===== config.mk =====
export PLATFORM = sky130hd
export DESIGN_NAME = aes_core_arbiter_flat
export DESIGN_NICKNAME = d
export VERILOG_FILES = /design/src/rtl/aes_core_arbiter_if.sv /design/src/rtl/aes_core_arbiter.sv /design/src/flat_wrapper.sv
export SDC_FILE = /design/constraint.sdc
export NUM_CORES = 1
export LEC_CHECK = 0
export CAP_MARGIN = 30
export CORE_AREA = 5 5 251 253
export DETAILED_ROUTE_END_ITERATION = 16
export DIE_AREA = 0 0 256 258
export GPL_TIMING_DRIVEN = 1
export HOLD_SLACK_MARGIN = 0.06
export SYNTH_ARGS = -nofsm -noshare
export SYNTH_HDL_FRONTEND = slang
export SYNTH_SLANG_ARGS = --single-unit
export TNS_END_PERCENT = 5

===== constraint.sdc =====
create_clock -name wb_clk_i -period 3.27 [get_ports wb_clk_i]
set_input_delay 0.654 -clock wb_clk_i [delete_from_list [all_inputs] [get_ports wb_clk_i]]
set_output_delay 0.654 -clock wb_clk_i [all_outputs]
set_load 0.02 [all_outputs]

===== src/rtl/aes_core_arbiter_if.sv =====
// Requester-side and aes_core-side signals of the shared AES core arbiter.
// The arbiter takes the slave view; the surrounding datapath or bench takes the master view.
interface aes_core_arbiter_if;
    logic         key_load_i;
    logic         wr_req_i;
    logic [127:0] wr_block_i;
    logic         rd_req_i;
    logic [127:0] rd_block_i;
    logic         wr_done_o;
    logic         rd_done_o;
    logic [127:0] result_o;
    logic         err_o;
    logic         key_ready_o;
    logic         busy_o;
    logic         aes_init_o;
    logic         aes_next_o;
    logic         aes_encdec_o;
    logic [127:0] aes_block_o;
    logic         aes_ready_i;
    logic         aes_valid_i;
    logic [127:0] aes_result_i;

    modport slave (
        input  key_load_i, wr_req_i, wr_block_i, rd_req_i, rd_block_i,
               aes_ready_i, aes_valid_i, aes_result_i,
        output wr_done_o, rd_done_o, result_o, err_o, key_ready_o, busy_o,
               aes_init_o, aes_next_o, aes_encdec_o, aes_block_o
    );

    modport master (
        output key_load_i, wr_req_i, wr_block_i, rd_req_i, rd_block_i,
               aes_ready_i, aes_valid_i, aes_result_i,
        input  wr_done_o, rd_done_o, result_o, err_o, key_ready_o, busy_o,
               aes_init_o, aes_next_o, aes_encdec_o, aes_block_o
    );
endinterface


===== src/rtl/aes_core_arbiter.sv =====
// Round-robin arbiter and init/next sequencer for the shared aes_core, with key
// re-expansion on demand and a completion watchdog on both wait states.
//
// state    | meaning
// ---------+-----------------------------------------------------------
// IDLE     | no command in flight; key expansion has priority over grants
// KEY_INIT | aes_init pulse to start key expansion
// KEY_WAIT | waiting for the core to finish key expansion
// ISSUE    | aes_next pulse with the granted block and direction
// WAIT     | waiting for the core's result
// DONE     | done pulse to the granted port
module aes_core_arbiter #(
    parameter int unsigned TIMEOUT = 255
) (
    input  logic              wb_clk_i,
    input  logic              rst_n,
    aes_core_arbiter_if.slave bus
);

    typedef enum logic [2:0] {
        S_IDLE,
        S_KEY_INIT,
        S_KEY_WAIT,
        S_ISSUE,
        S_WAIT,
        S_DONE
    } state_t;

    // Abort on the edge where the counter would reach TIMEOUT, so err lands
    // exactly TIMEOUT cycles after entering the wait state.
    localparam logic [7:0] WD_LAST = 8'(TIMEOUT - 1);

    state_t       state;
    state_t       state_nxt;
    logic         key_pend;
    logic         key_valid;
    logic         last;
    logic         gnt;
    logic [7:0]   wd_cnt;
    logic [127:0] result_q;
    logic         err_q;

    logic         key_ready;
    logic         any_req;
    logic         pick_rd;
    logic         wait_first;
    logic         wd_expire;
    logic         in_wait;
    logic         hold_gnt;

    logic         key_start;
    logic         issue;
    logic         key_cpl;
    logic         key_abort;
    logic         blk_cpl;
    logic         blk_abort;

    assign key_ready  = key_valid & ~key_pend;
    assign any_req    = bus.wr_req_i | bus.rd_req_i;
    // On a tie the port not served last wins.
    assign pick_rd    = bus.rd_req_i & (~bus.wr_req_i | ~last);
    assign wait_first = (wd_cnt == 8'd0);
    assign wd_expire  = (wd_cnt == WD_LAST);
    assign in_wait    = (state == S_KEY_WAIT) || (state == S_WAIT);
    assign hold_gnt   = (state == S_ISSUE) || (state == S_WAIT) || (state == S_DONE);

    always_comb begin
        state_nxt = state;
        key_start = 1'b0;
        issue     = 1'b0;
        key_cpl   = 1'b0;
        key_abort = 1'b0;
        blk_cpl   = 1'b0;
        blk_abort = 1'b0;
        case (state)
            S_IDLE: begin
                if (key_pend && bus.aes_ready_i) begin
                    key_start = 1'b1;
                    state_nxt = S_KEY_INIT;
                end else if (key_ready && bus.aes_ready_i && any_req) begin
                    issue     = 1'b1;
                    state_nxt = S_ISSUE;
                end
            end
            S_KEY_INIT: state_nxt = S_KEY_WAIT;
            S_KEY_WAIT: begin
                if (!wait_first && bus.aes_ready_i) begin
                    key_cpl   = 1'b1;
                    state_nxt = S_IDLE;
                end else if (wd_expire) begin
                    key_abort = 1'b1;
                    state_nxt = S_IDLE;
                end
            end
            S_ISSUE: state_nxt = S_WAIT;
            S_WAIT: begin
                if (!wait_first && bus.aes_ready_i && bus.aes_valid_i) begin
                    blk_cpl   = 1'b1;
                    state_nxt = S_DONE;
                end else if (wd_expire) begin
                    blk_abort = 1'b1;
                    state_nxt = S_DONE;
                end
            end
            S_DONE:  state_nxt = S_IDLE;
            default: state_nxt = S_IDLE;
        endcase
    end

    always_ff @(posedge wb_clk_i or negedge rst_n) begin
        if (!rst_n) begin
            state     <= S_IDLE;
            key_pend  <= 1'b1;
            key_valid <= 1'b0;
            last      <= 1'b1;
            gnt       <= 1'b0;
            wd_cnt    <= 8'd0;
            result_q  <= '0;
            err_q     <= 1'b0;
        end else begin
            state <= state_nxt;

            // A reload request always wins over the clear so none is lost.
            if (bus.key_load_i || key_abort) begin
                key_pend <= 1'b1;
            end else if (key_start) begin
                key_pend <= 1'b0;
            end

            if (key_cpl) begin
                key_valid <= 1'b1;
            end

            if (issue) begin
                gnt  <= pick_rd;
                last <= pick_rd;
            end

            if ((state == S_KEY_INIT) || (state == S_ISSUE)) begin
                wd_cnt <= 8'd0;
            end else if (in_wait) begin
                wd_cnt <= wd_cnt + 8'd1;
            end

            if (blk_cpl) begin
                result_q <= bus.aes_result_i;
            end else if (blk_abort) begin
                result_q <= '0;
            end

            err_q <= key_abort | blk_abort;
        end
    end

    assign bus.key_ready_o  = key_ready;
    assign bus.busy_o       = (state != S_IDLE);
    assign bus.aes_init_o   = (state == S_KEY_INIT);
    assign bus.aes_next_o   = (state == S_ISSUE);
    assign bus.aes_encdec_o = hold_gnt & ~gnt;
    assign bus.aes_block_o  = hold_gnt ? (gnt ? bus.rd_block_i : bus.wr_block_i) : '0;
    assign bus.wr_done_o    = (state == S_DONE) & ~gnt;
    assign bus.rd_done_o    = (state == S_DONE) & gnt;
    assign bus.result_o     = result_q;
    assign bus.err_o        = err_q;

endmodule


===== src/flat_wrapper.sv =====
// flat-port wrapper written by rule: the top's interface ports become plain ports
module aes_core_arbiter_flat 
#(
    parameter int unsigned TIMEOUT = 255
)
  (wb_clk_i, rst_n, bus_key_load_i, bus_wr_req_i, bus_wr_block_i, bus_rd_req_i, bus_rd_block_i, bus_aes_ready_i, bus_aes_valid_i, bus_aes_result_i, bus_wr_done_o, bus_rd_done_o, bus_result_o, bus_err_o, bus_key_ready_o, bus_busy_o, bus_aes_init_o, bus_aes_next_o, bus_aes_encdec_o, bus_aes_block_o);
  aes_core_arbiter_if bus_i ();
  input  logic wb_clk_i;
  input  logic rst_n;
  input wire logic [$bits(bus_i.key_load_i)-1:0] bus_key_load_i;
  input wire logic [$bits(bus_i.wr_req_i)-1:0] bus_wr_req_i;
  input wire logic [$bits(bus_i.wr_block_i)-1:0] bus_wr_block_i;
  input wire logic [$bits(bus_i.rd_req_i)-1:0] bus_rd_req_i;
  input wire logic [$bits(bus_i.rd_block_i)-1:0] bus_rd_block_i;
  input wire logic [$bits(bus_i.aes_ready_i)-1:0] bus_aes_ready_i;
  input wire logic [$bits(bus_i.aes_valid_i)-1:0] bus_aes_valid_i;
  input wire logic [$bits(bus_i.aes_result_i)-1:0] bus_aes_result_i;
  output wire logic [$bits(bus_i.wr_done_o)-1:0] bus_wr_done_o;
  output wire logic [$bits(bus_i.rd_done_o)-1:0] bus_rd_done_o;
  output wire logic [$bits(bus_i.result_o)-1:0] bus_result_o;
  output wire logic [$bits(bus_i.err_o)-1:0] bus_err_o;
  output wire logic [$bits(bus_i.key_ready_o)-1:0] bus_key_ready_o;
  output wire logic [$bits(bus_i.busy_o)-1:0] bus_busy_o;
  output wire logic [$bits(bus_i.aes_init_o)-1:0] bus_aes_init_o;
  output wire logic [$bits(bus_i.aes_next_o)-1:0] bus_aes_next_o;
  output wire logic [$bits(bus_i.aes_encdec_o)-1:0] bus_aes_encdec_o;
  output wire logic [$bits(bus_i.aes_block_o)-1:0] bus_aes_block_o;
  assign bus_i.key_load_i = bus_key_load_i;
  assign bus_i.wr_req_i = bus_wr_req_i;
  assign bus_i.wr_block_i = bus_wr_block_i;
  assign bus_i.rd_req_i = bus_rd_req_i;
  assign bus_i.rd_block_i = bus_rd_block_i;
  assign bus_i.aes_ready_i = bus_aes_ready_i;
  assign bus_i.aes_valid_i = bus_aes_valid_i;
  assign bus_i.aes_result_i = bus_aes_result_i;
  assign bus_wr_done_o = bus_i.wr_done_o;
  assign bus_rd_done_o = bus_i.rd_done_o;
  assign bus_result_o = bus_i.result_o;
  assign bus_err_o = bus_i.err_o;
  assign bus_key_ready_o = bus_i.key_ready_o;
  assign bus_busy_o = bus_i.busy_o;
  assign bus_aes_init_o = bus_i.aes_init_o;
  assign bus_aes_next_o = bus_i.aes_next_o;
  assign bus_aes_encdec_o = bus_i.aes_encdec_o;
  assign bus_aes_block_o = bus_i.aes_block_o;
  aes_core_arbiter #(.TIMEOUT(TIMEOUT)) u_core (.wb_clk_i(wb_clk_i), .rst_n(rst_n), .bus(bus_i));
endmodule

; Word-level counts from Yosys, hierarchy flattened
; Index checks and enable logic that the tools add are counted.
[classes]
reduce_logical = 18
n_eq_ne = 9
bitwise = 12
mux = 29
add_sub_neg = 1
[ops]
columns = operator, count
row1 = $mux 128, 4
row2 = $mux 3, 6
row3 = $mux 1, 16
row4 = $mux 8, 2
row5 = $pmux 3 s5, 1
row6 = $add 8x1->8 const B, 1
row7 = $eq 8x8->1 const B, 1
row8 = $logic_not 8->1, 1
row9 = $eq 3x2->1 const B, 2
row10 = $eq 3x3->1 const B, 2
row11 = $ne 3x2->1 const B, 2
row12 = $reduce_bool 2->1, 3
row13 = $and 1x1->1, 5
row14 = $logic_and 1x1->1, 5
row15 = $logic_or 1x1->1, 5
row16 = $not 1->1, 4
row17 = $eq 3x1->1 const B, 1
row18 = $logic_not 3->1, 1
row19 = $ne 3x1->1 const B, 1
row20 = $or 1x1->1, 3
row21 = $reduce_and 3->1, 1
row22 = $reduce_bool 3->1, 1
row23 = $logic_not 1->1, 1
[totals]
wordCells = 77
out_inout_bits = 264
register_bits = 144

; Depth between registers and ports, before layout
[depth]
word_depth = 8
mapped_depth = 8

; Least setup slack after synthesis
; OpenSTA, ideal clock, no wires.
[synth_path]
path_type = reg-to-output
start = reg u_core.state[2]
end = out bus_aes_block_o[100]
n_path_buf = 3
path_slack_ns = 0.738
t_required_ns = 2.616
stages_incl_launch_ff = 8
t_arrival_ns = 1.878
path_cell_list = dfrtp_1 buf_2 nor2b_1 and2_1 a21oi_1 clkbuf_1 clkbuf_1 nor2_1
[synth_between]
elab_chain_cells = 4
elab_cells_between_ends = 6
classes_between = eq/ne (3) / mux (1) / reduce/logical (2)
[synth_lines]
columns = item, line
row1 = from (decl), aes_core_arbiter.sv:33  ; state_t state;
row2 = from (signal assigned), aes_core_arbiter.sv:121  ; state <= state_nxt;
row3 = $eq 3x2->1, n/a
row4 = named net bus_aes_next_o, flat_wrapper.sv:25  ; output wire logic [$bits(bus_i.aes_next_o)-1:0] bus_aes_next_o;
row5 = $logic_or 1x1->1 (2 in a row), aes_core_arbiter.sv:65  ; assign hold_gnt = (state == S_ISSUE) || (state == S_WAIT) || (state == S_DONE);
row6 = $mux 128, aes_core_arbiter.sv:160  ; assign bus.aes_block_o = hold_gnt ? (gnt ? bus.rd_block_i : bus.wr_block_i) : '0;
row7 = to (decl), flat_wrapper.sv:27  ; output wire logic [$bits(bus_i.aes_block_o)-1:0] bus_aes_block_o;
; The timed path passes the listed nets, and every way through them passes these cells.

; Final worst setup path
[layout_path]
start = reg u_core.state[0]
end = out bus_aes_block_o[22]
[layout_between]
elab_chain_cells = 4
elab_cells_between_ends = 6
classes_between = eq/ne (3) / mux (1) / reduce/logical (2)
[layout_lines]
columns = item, line
row1 = $eq 3x2->1 or $eq 3x3->1 (tied branches), aes_core_arbiter.sv:65
row2 = $logic_or 1x1->1, aes_core_arbiter.sv:65
row3 = $logic_or 1x1->1 *, aes_core_arbiter.sv:65
row4 = $mux 128 *, aes_core_arbiter.sv:160
; Every way passes the cells marked *; elsewhere a longest branch is shown, timed or not.

==> impl_metrics.tcl <==
set metrics [dict create \
    status "complete, no violations" \
    cts-htree-levels 4 \
    hold_slack_ps 249 \
    postPlaceCellArea_um2 15000 \
    yosys_register_bits 144 \
    synth_warnings 0 \
    die_w_um 256 \
    cp-end-kind "primary output" \
    dr.pass1.iters 5 \
    slew_violations 0 \
    critPathKind "reg2out" \
    synth_area_leader_cell "dfrtp_1" \
    cts_hold_buf 0 \
    slowest_stage "clkdlybuf4s50_1" \
    cts-root-buf "clkbuf_16" \
    ant_nets 0 \
    antenna_found_initial 26 \
    ys.flop_type "dfrtp_1" \
    min_path_type "in2async" \
    grt_pass1_wl_um 67200 \
    port_buffers 654 \
    dieArea_um2 66000 \
    grt_use_total_pct 14.2 \
    r2r_slack_ps 780 \
    drive_above_1_share_pct 6.94 \
    grt_util_met1_pct 14.7 \
    cp.required_ps 2620 \
    synth_edf_count 0 \
    fillers 6493 \
    clkSlewWorstSetupHoldPaths_ps 70 \
    dp_hpwl_um 40800 \
    use_met2_pct 24.4 \
    die_h_um 258 \
    grt.overflow.total 0 \
    syn_area_per_cell_um2 10.9 \
    syn-cell-area_um2 7420 \
    globalplace.congestion 0.916 \
    seq_area_um2 3610 \
    ys_seq_area_share_pct 48.6 \
    final_nets 1721 \
    grt_max_degree 87 \
    cp-start-kind "register" \
    vias 8314 \
    core_area_um2 60800 \
    wl_per_cell_um 23.2 \
    clk_latency_ps 460 \
    top_usage_layer "met2" \
    final_cell_area_um2 15700 \
    vdd_ir_drop_max_v 0.000436 \
    relSlewSlack_pct 44.2 \
    vias_per_cell 3.88 \
    multi_input_area_um2 3480 \
    synthCells 682 \
    tightest_slew_ps 837 \
    cts_buffers 17 \
    arrival_ps 2520 \
    fmax_ghz 0.315 \
    powerDensity_nw_per_um2 800 \
    cts_buffer_depth 2 \
    wl_um 49700 \
    rows 91 \
    synth_nets 1076 \
    yosys-top-cells-area "dfrtp_1 48%, mux2i_1 17%, a22o_1 15%, nor2_1 7.2%, buf_6 2.0%" \
    syn2layout_area_growth_pct 112 \
    synth_top_area_share_pct 47.9 \
    cp_max_fo 33 \
    drc 0 \
    cap_violations 0 \
    boundaryPins 655 \
    cts_tree "yes" \
    grt_use_met3_pct 6.11 \
    crit_chain "nor2b_1 -> buf_4 -> and2_2 -> a21oi_4 -> buf_4 -> clkbuf_16 -> nor2_1 -> clkdlybuf4s50_1" \
    critPathBufInv 4 \
    cp_top_family "buffers and inverters" \
    clock_skew_ps 5.77 \
    period_needed_ps 3170 \
    cts_sinks 144 \
    synthArstFlopShare_pct 100 \
    hold_violations 0 \
    cp_common_cell "buf_4" \
    fin_crit_sh_pct 97.0 \
    dr.first_iter.drc_count 408 \
    grt_pass1_vias 8931 \
    max_stage_delay_ps 540 \
    p_leak_nw 7.22 \
    initial_core_util_pct 12.2 \
    synth.distinct_cells 46 \
    finalSetupViolCount 0 \
]
-- Yosys cell counts (all sizes together) (2+ instances only) --
master	number
dfrtp	142
nor2	142
a22o	129
mux2i	128
buf	31
clkbuf	31
nand2	10
o21ai	6
a21oi	5
inv	4
nand4	4
and2	3
ha	3
xnor2	3
xor2	3
a2111oi	2
a31oi	2
dfstp	2
nand3	2
nand3b	2
nor2b	2
nor3	2
nor3b	2
o2111ai	2
o211ai	2
o21bai	2
o31ai	2
or3b	2
-- cells in the final DEF (no fill, tap or decap), types with 3 or more instances in the layout --
master and instances:
diode_2 13, dfrtp_1 140, a21oi_1 4, nand2_1 10
buf_12 12, nand4_1 4, clkinvlp_4 4, dlygate4sd2_1 18
a22o_1 129, xnor2_1 3, buf_4 33, o21ai_0 4
ha_1 3, clkbuf_16 19, xor2_1 3, inv_1 4
inv_6 7, mux2i_1 128, nor2_1 140, dlymetal6s2s_1 45
clkdlybuf4s50_1 576
-- what timing repair did --
item	CTS	global route
gates resized for setup	20	47
pin swaps	0	0
endpoints found under the setup margin	115	97
buffers inserted	0	4
cloned	0	2
-- layer usage --
metal	vias to the layer above	routed length, um
li1	3787	-
met2	492	25500
met1	3951	18200
met4	6	1610
met5	-	47
met3	78	4370
-- cell type report --
class,instances,share of cell area [%]
Multi-Input combinational cell,472,22.1
Clock buffer,18,2.73
Antenna cell,13,0.207
Clock inverter,14,0.914
Timing Repair Buffer,688,44.8
Inverter,4,0.0954
Tap cell,790,6.28
Sequential cell,144,22.9
-- where the power goes --
part / total [W] / internal, W / switching, W
Combinational: 0.00764 / 0.00371 / 0.00393
Sequential: 0.00300 / 0.00249 / 0.000504
Clock: 0.00195 / 0.00107 / 0.000880
-- through the flow --
step | TNS, ps | util [%] | setup WS (ps) | std cells | power [W]
final | 0 | 25.9 | 98.9 | 2143 | 0.0126
after global routing | -25.7 | 25.9 | -13.9 | 2142 | 0.0132
after floorplan | 0 | - | 738 | 682 | 0.00665
after global placement | 0 | 24.6 | 273 | 2092 | 0.0106
after detailed placement | 0 | 24.6 | 304 | 2092 | 0.0106
after CTS | 0 | 25.5 | 0.107 | 2124 | 0.0127
-- state kept, by name, summed over array words and instances, names as in the netlist --
signal,flops
u_core.last,1
u_core.gnt,1
u_core.key_valid,1
u_core.wd_cnt,8
u_core.bus.result_o,128
u_core.key_pend,1
u_core.state,3
u_core.bus.err_o,1
-- cell families after synthesis --
family / count (synthesis) / share of synthesized area, %
xor gates and xnor gates: 6 / 0.708
adders and majority gates: 3 / 0.506
buffers and inverters: 66 / 5.01
and+or+nand+nor: 176 / 9.84
AOI/OAI and AO/OA: 159 / 18.1
muxes: 128 / 17.3
DFF: 144 / 48.6
-- final timing paths --
path                                                        end                                 from  depth (start not counted)
setup / recovery                            bus_aes_block_o[22]          u_core.state[0]$_DFFE_PN0P_                          8
hold / removal               u_core.bus.result_o[5]$_DFFE_PN0P_                                rst_n                          1
setup reg to reg           u_core.bus.result_o[116]$_DFFE_PN0P_         u_core.wd_cnt[0]$_DFFE_PN0P_                          8
hold reg to reg             u_core.bus.result_o[48]$_DFFE_PN0P_  u_core.bus.result_o[48]$_DFFE_PN0P_                          1
max in group asynchronous  u_core.bus.result_o[112]$_DFFE_PN0P_                                rst_n                          2
min in group wb_clk_i       u_core.bus.result_o[48]$_DFFE_PN0P_  u_core.bus.result_o[48]$_DFFE_PN0P_                          1
Note: power is estimated with default switching activity, not from simulation.
